==> src/rtl/spi_frame_sequencer.sv <==
// Frame-level SPI register sequencer: header + data bytes staged in shadow, committed atomically at CS rise.
// Optional trailing XOR checksum byte enabled by defining CHECKSUM_EN.
module spi_frame_sequencer #(
    parameter int NREG      = 8,
    parameter int MAX_BURST = 8
) (
    input  logic              clk,
    input  logic              reset,
    input  logic              cs,
    input  logic              byte_rdy,
    input  logic [7:0]        byte_data,
    output logic [NREG*8-1:0] reg_q,
    output logic              update_stb,
    output logic              frame_err,
    output logic              busy
);

    // state | meaning
    // IDLE  | CS high, waiting for a frame
    // HDR   | frame open, waiting for header byte
    // DATA  | header accepted, collecting data bytes
    // ERR   | frame poisoned, ignoring bytes until CS rises
    typedef enum logic [1:0] {IDLE, HDR, DATA, ERR} state_t;

`ifdef CHECKSUM_EN
    localparam int LIMIT = MAX_BURST + 1;
`else
    localparam int LIMIT = MAX_BURST;
`endif

    state_t            state, state_nxt;
    logic              cs_prev;
    logic [NREG*8-1:0] shadow;
    logic [2:0]        addr;
    logic              inc;
    logic [8:0]        cnt;
    logic              frame_end, rx, hdr_ok, over, commit_ok;

`ifdef CHECKSUM_EN
    logic [7:0] pending;
    logic [7:0] xacc;
`endif

    function automatic logic [2:0] wrap(input int v);
        return 3'(v % NREG);
    endfunction

    assign frame_end = cs && !cs_prev;
    assign rx        = byte_rdy && !cs;
    assign hdr_ok    = (byte_data[7:4] == 4'hA);
    assign over      = rx && (state == DATA) && (cnt == 9'(LIMIT));
    assign busy      = (state != IDLE);

`ifdef CHECKSUM_EN
    assign commit_ok = (state == DATA) && (cnt >= 9'd2) && (xacc == pending);
`else
    assign commit_ok = (state == DATA) && (cnt != 9'd0);
`endif

    always_ff @(posedge clk) begin
        if (reset) state <= IDLE;
        else       state <= state_nxt;
    end

    always_comb begin
        state_nxt = state;
        case (state)
            IDLE: if (!cs) state_nxt = HDR;
            HDR:  if (rx) state_nxt = hdr_ok ? DATA : ERR;
            DATA: if (over) state_nxt = ERR;
            ERR:  state_nxt = ERR;
            default: state_nxt = IDLE;
        endcase
        if (frame_end && state != IDLE) state_nxt = IDLE;
    end

    always_ff @(posedge clk) begin
        if (reset) begin
            cs_prev    <= 1'b1;
            reg_q      <= '0;
            shadow     <= '0;
            update_stb <= 1'b0;
            frame_err  <= 1'b0;
            addr       <= '0;
            inc        <= 1'b0;
            cnt        <= '0;
`ifdef CHECKSUM_EN
            pending    <= '0;
            xacc       <= '0;
`endif
        end else begin
            cs_prev    <= cs;
            update_stb <= 1'b0;
            frame_err  <= 1'b0;
            if (frame_end && state != IDLE) begin
                cnt <= '0;
                if (commit_ok) begin
                    reg_q      <= shadow;
                    update_stb <= 1'b1;
                end else begin
                    shadow    <= reg_q;
                    frame_err <= 1'b1;
                end
            end else if (rx) begin
                case (state)
                    HDR: if (hdr_ok) begin
                        addr <= wrap(int'(byte_data[2:0]));
                        inc  <= byte_data[3];
                        cnt  <= '0;
`ifdef CHECKSUM_EN
                        xacc <= byte_data;
`endif
                    end
                    DATA: if (!over) begin
                        cnt <= cnt + 9'd1;
`ifdef CHECKSUM_EN
                        // Previous byte is known to be data only once another byte follows it.
                        pending <= byte_data;
                        if (cnt != 9'd0) begin
                            shadow[int'(addr)*8 +: 8] <= pending;
                            xacc <= xacc ^ pending;
                            if (inc) addr <= wrap(int'(addr) + 1);
                        end
`else
                        shadow[int'(addr)*8 +: 8] <= byte_data;
                        if (inc) addr <= wrap(int'(addr) + 1);
`endif
                    end
                    default: ;
                endcase
            end
        end
    end

endmodule

==> config.mk <==
export PLATFORM = sky130hd
export DESIGN_NAME = spi_frame_sequencer
export DESIGN_NICKNAME = d
export VERILOG_FILES = /design/src/rtl/spi_frame_sequencer.sv
export SDC_FILE = /design/constraint.sdc
export NUM_CORES = 1
export LEC_CHECK = 0
export BUFFER_PORTS_ARGS = -buffer_cell sky130_fd_sc_hd__buf_2
export CORE_AREA = 4 4 108 121
export DETAILED_ROUTE_END_ITERATION = 7
export DIE_AREA = 0 0 112 125
export PLACE_DENSITY_LB_ADDON = 0.3
export SLEW_MARGIN = 20
export SYNTH_ARGS = -nofsm -noshare
export SYNTH_HDL_FRONTEND = slang
export SYNTH_SLANG_ARGS = --single-unit
==> constraint.sdc <==
create_clock -name clk -period 3.8 [get_ports clk]
set_clock_uncertainty 0.15 [all_clocks]
set_input_delay 0.19 -clock clk [delete_from_list [all_inputs] [get_ports clk]]
set_output_delay 0.19 -clock clk [all_outputs]
set_load 0.05 [all_outputs]
==> results of run 1 <==
sequential cells by signal, summed over array words and instances, names as in the netlist:
register / cells
shadow: 64
frame_err: 1
cnt: 9
addr: 3
inc: 1
state: 2
reg_q: 64
cs_prev: 1
update_stb: 1
worst paths after layout:
path,from,end,slack [ns]
min,byte_rdy,state[1]$_SDFFE_PP0P_,0.02
min reg2reg,shadow[7]$_SDFFE_PP0P_,reg_q[7]$_SDFFE_PP0P_,0.31
max reg2reg,addr[0]$_SDFFE_PP0P_,shadow[4]$_SDFFE_PP0P_,0.70
max,addr[0]$_SDFFE_PP0P_,shadow[4]$_SDFFE_PP0P_,0.70
worst max-delay path: stages, from the launching register on:
cell and delay, ns:
dfxtp_1 0.68, inv_1 0.18, ha_1 0.27, ha_1 0.35, or4_1 0.56, a2111oi_2 0.30, buf_4 0.22, a32o_1 0.13
nand2_1 0.06, a21oi_1 0.13
power by group:
group / internal [mW] / switching [mW]
Clock: 1.14 / 0.648
Combinational: 0.0486 / 0.114
Sequential: 1.55 / 0.0153
routing by layer:
| layer | wire length (um) | GRT usage (%) |
|---|---|---|
| met5 | 0 | 0 |
| met4 | 403 | 9.547 |
| met3 | 1214 | 5.752 |
| met2 | 9288 | 44.57 |
| met1 | 7680 | 33.40 |
layout by cell type, fill, tap and decap left out, types with 18 or more instances in the layout:
| cell type | synthesis | final |
|---|---|---|
| dfxtp_1 | 146 | 146 |
| a221oi_1 | 30 | 30 |
| mux2_2 | 33 | 33 |
| o21ai_0 | 18 | 18 |
| nor2_1 | 25 | 24 |
| buf_4 | 2 | 18 |
| inv_1 | 42 | 42 |
| nand2_1 | 159 | 158 |
| buf_2 | 11 | 77 |
| a21oi_1 | 93 | 93 |
| a211oi_1 | 35 | 35 |
metrics by stage:
stage	setup slack, ns	instances
finish	0.6956	1014
global route	0.3644	1014
CTS	0.7331	1014
detailed placement	0.7543	981
global placement	0.7960	981
floorplan	1.140	797
cell type report:
type,count,area share (%)
multi-input combinational,544,43.17
inverter,42,2.018
clock inverter,12,2.306
clock buffer,20,5.845
tap,154,2.466
sequential,146,37.41
timing repair buffer,96,6.789
logic make-up after synthesis:
group / after synthesis / synth area share, %
AO/OA/AOI/OAI: 244 / 24.79
flip-flops: 146 / 43.22
buffers and inverters: 107 / 7.068
multiplexers: 42 / 6.993
adder cells (fa/ha/maj): 6 / 1.110
XOR/XNOR: 4 / 0.5180
AND/OR/NAND/NOR: 248 / 16.30
==> impl_metrics.ini, run 1 <==
[hold_path]
whs_path_depth = 3
hold_path_class = input port to register

[sta]
rsz0062_at_grt = no
max_freq_mhz = 322.1
final_max_slew_viol_count = 0
slew_headroom_pct = 30.20
worstMarginPinSlew_ns = 1.047
holdWs_ns = 0.02058
report.final.hold_viol_count = 0
tns_ns = 0
post-route-period-util_pct = 81.70
min_period_ns = 3.104
setup_viol = 0

[yosys]
synth_area_mm2 = 0.006763
synth.area.top_cells = dfxtp_1, nand2_1, a21oi_1, mux2_2, a211oi_1
yosys_warnings = 0
syn_inst = 797
synth_edf_count = 0
synth_cell_types = 59
ys_seq_elements = 146
synthArstFlopShare_pct = 0
synth.top_cells.by_count = nand2_1, dfxtp_1, a21oi_1
synth.most_common_cell = nand2_1
synth-main-ff-cell = dfxtp_1
synth_top_area_share_pct = 43.22
syn_nets = 815
avgSynthCellArea_um2 = 8.485
ys_seq_area_share_pct = 43.22
synth_area_leader_cell = dfxtp_1

[critical_path]
reg2regPathDepth = 9
start_kind = register
critPathMaxFanout = 13
worstSetupEndpointType = register
required_ns = 3.99
criticalPathCategory = register to register
cp.arrival_ns = 3.29

[final_layout]
multi_input_area_mm2 = 0.003373
nets = 865
final_layout_size_suffix_gt1_share_pct = 20.23
fill_cells = 966
seq_area_mm2 = 0.002923
finish.utilization_pct = 66.08
areaGrowthSynthToFinish_pct = 15.54
final_area_mm2 = 0.007814
antenna_cells = 0

[detailed_routing]
vias = 6317
wl_per_cell_um = 18.33
via_per_inst = 6.230
first_iter_violations = 474
firstDrtPassIters = 5
drt-total-wl_mm = 18.59
ant_nets = 0
drcViolationCount = 0

[clocking]
cts_tree = done
htreeDepth = 4
cts_root_buf = clkbuf_16
cts_buffers = 17
cts_setup_buffers = 0
postCtsHoldBufs = 1
cts_resized = 0
clk-insertion-delay-late_ns = 0.41
clock-sinks = 146
cts_buffer_depth = 2
clk_pin_slew_worst_paths_ns = 0.06

[power_and_ir_drop]
peakVddDrop_v = 0.0003139
cellLeakagePower_nw = 2.935
powerDensity_mw_per_mm2 = 449.5
totalPowerFinal_mw = 3.512

[die]
fp.dieW_um = 112
row_count = 42
die_h_um = 125
dieArea_mm2 = 0.01400
initial_core_util_pct = 57.20
num_io_pins = 79
core_area_mm2 = 0.01182

[placement]
hpwlAfterDp_mm = 11.56
place_congestion = 0.8862
portBuffers = 78
place_area_mm2 = 0.007167

[global_route]
grt_overflow_total = 0
grt.total_usage_pct = 26.45
grt_pass1_wl_mm = 30.66
grt_max_degree = 102
grt_antenna_before_repair = 0
grt_pass1_vias = 6057

[run_status]
outcome = finished, final reports clean

[job]
maxCapViolCount = 0
Note: power is estimated with default switching activity, not from simulation.
==> run 2, diff against run 1 <==
==> constraint.sdc (replaced) <==
create_clock -name clk -period 3.2 [get_ports clk]
set_clock_uncertainty 0.15 [all_clocks]
set_input_delay 0.16 -clock clk [delete_from_list [all_inputs] [get_ports clk]]
set_output_delay 0.16 -clock clk [all_outputs]
set_load 0.05 [all_outputs]
==> run 2 against run 1 <==
- sequential power grew 18%
- maximum frequency grew 6.8%
- via count down 0.97%
- critical path depth shrank 2
- design area rose by 0.53%
- register-to-register slack worse by 0.40 ns
- non-clock buffer count rose by 6
- flip-flop and latch count is the same
- utilization increased by 0.35 points
- cell count up 0.59%
- wire length is 0.52% lower
- combinational power is 21% higher
- largest power group unchanged
- highest routed layer unchanged
==> impl_metrics.ini, run 2 (synthesis gave the netlist of run 1 again) <==
[die]
die_h_um = 125
dieArea_mm2 = 0.01400
row_count = 42
num_io_pins = 79
core_area_mm2 = 0.01182
fp.dieW_um = 112
initial_core_util_pct = 57.20

[critical_path]
crit_path_start = addr[1]$_SDFFE_PP0P_
worstSetupEndpointType = register
reg2reg_from = addr[1]$_SDFFE_PP0P_
criticalPathCategory = register to register
reg2regPathDepth = 7
required_ns = 3.36
start_kind = register
critPathMaxFanout = 8
cp.arrival_ns = 3.07

[sta]
rsz0062_at_grt = no
holdWs_ns = 0.09572
slew_headroom_pct = 31.75
worstMarginPinSlew_ns = 1.016
final_max_slew_viol_count = 0
setup_slack_ns = 0.2941
post-route-period-util_pct = 90.81
report.final.hold_viol_count = 0
setup_viol = 0
min_period_ns = 2.906
max_freq_mhz = 344.1
tns_ns = 0

[final_layout]
layout_commonest_cell = nand2_1
finish.utilization_pct = 66.43
fill_cells = 941
nets = 871
instances_no_fill = 1020
reg_top3 = reg_q x64, shadow x64, cnt x9
areaGrowthSynthToFinish_pct = 16.15
layout_common_cells = nand2_1, dfxtp_1, a21oi_1
final_layout_size_suffix_gt1_share_pct = 20.67
antenna_cells = 0
final_area_mm2 = 0.007855

[detailed_routing]
firstDrtPassIters = 5
vias = 6256
drcViolationCount = 0
ant_nets = 0
wl_per_cell_um = 18.13
first_iter_violations = 470
via_per_inst = 6.133
drt-total-wl_mm = 18.49

[global_route]
grt_antenna_before_repair = 0
top_usage_layer = met2
grt_use_met3_pct = 5.655
grt_pass1_wl_mm = 30.01
grt_overflow_total = 0
grt_use_met1_pct = 33.55
grt.total_usage_pct = 25.72
grt_max_degree = 78
grt_pass1_vias = 5985
grt_use_met2_pct = 41.43

[hold_path]
hold_path_class = input port to register
whs_path_depth = 3
worstHoldStart = byte_data[3]

[placement]
portBuffers = 78
dp_slack_ns = 0.3727
place_congestion = 0.8970
hpwlAfterDp_mm = 11.63
dp_cells = 985
place_area_mm2 = 0.007197

[clocking]
cts_buffer_depth = 2
clk_pin_slew_worst_paths_ns = 0.06
cts_root_buf = clkbuf_16
clk-insertion-delay-late_ns = 0.41
htreeDepth = 4
cts_tree = done
cts_buffers = 17
clock-sinks = 146

[power_and_ir_drop]
powerDensity_mw_per_mm2 = 520.6
cellLeakagePower_nw = 2.951
peakVddDrop_v = 0.0003431
totalPowerFinal_mw = 4.089

[job]
maxCapViolCount = 0

[run_status]
outcome = finished, final reports clean
## run 2: critical path: stages, from the launching register on
cell and delay (ns):
dfxtp_1 0.40, inv_1 0.07, ha_1 0.21, ha_1 0.38, nand3b_1 0.26, nor3_1 0.77
a221oi_1 0.24, a211oi_1 0.30
## run 2: report_power, final
part,internal (mW),leakage [nW],switching (mW)
logic,0.0606,1.49,0.136
clock network,1.25,0.287,0.785
registers,1.84,1.18,0.0172
## run 2: final timing paths
kind / to / slack [ns]
worst min register to register: shadow[33]$_SDFFE_PP0P_ / 0.30
worst min-delay path: inc$_SDFFE_PP0P_ / 0.1
worst max-delay path: shadow[14]$_SDFFE_PP0P_ / 0.29
worst max register to register: shadow[14]$_SDFFE_PP0P_ / 0.29
## run 2: per-layer routing
layer | vias up | part of all wire [%]
met5 | - | 0
met4 | 0 | 2.9
met3 | 38 | 7.2
met2 | 244 | 48
met1 | 3002 | 42
li1 | 2972 | -
## run 2: layout make-up
| cell class | instances | area, um2 | area share [%] |
|---|---|---|---|
| Clock inverter | 12 | 157.7 | 2.007 |
| Inverter | 42 | 157.7 | 2.007 |
| Tap cell | 154 | 192.7 | 2.453 |
| Multi-Input combinational cell | 544 | 3379 | 43.02 |
| Timing Repair Buffer | 102 | 598.1 | 7.614 |
| Clock buffer | 20 | 446.7 | 5.687 |
| Sequential cell | 146 | 2923 | 37.21 |
## run 2: what timing repair did
action / in CTS / in global routing
setup buffers: 0 / 0
gates resized for setup: 0 / 0
hold buffers: 2 / 0
hold endpoints to repair: 3 / 0
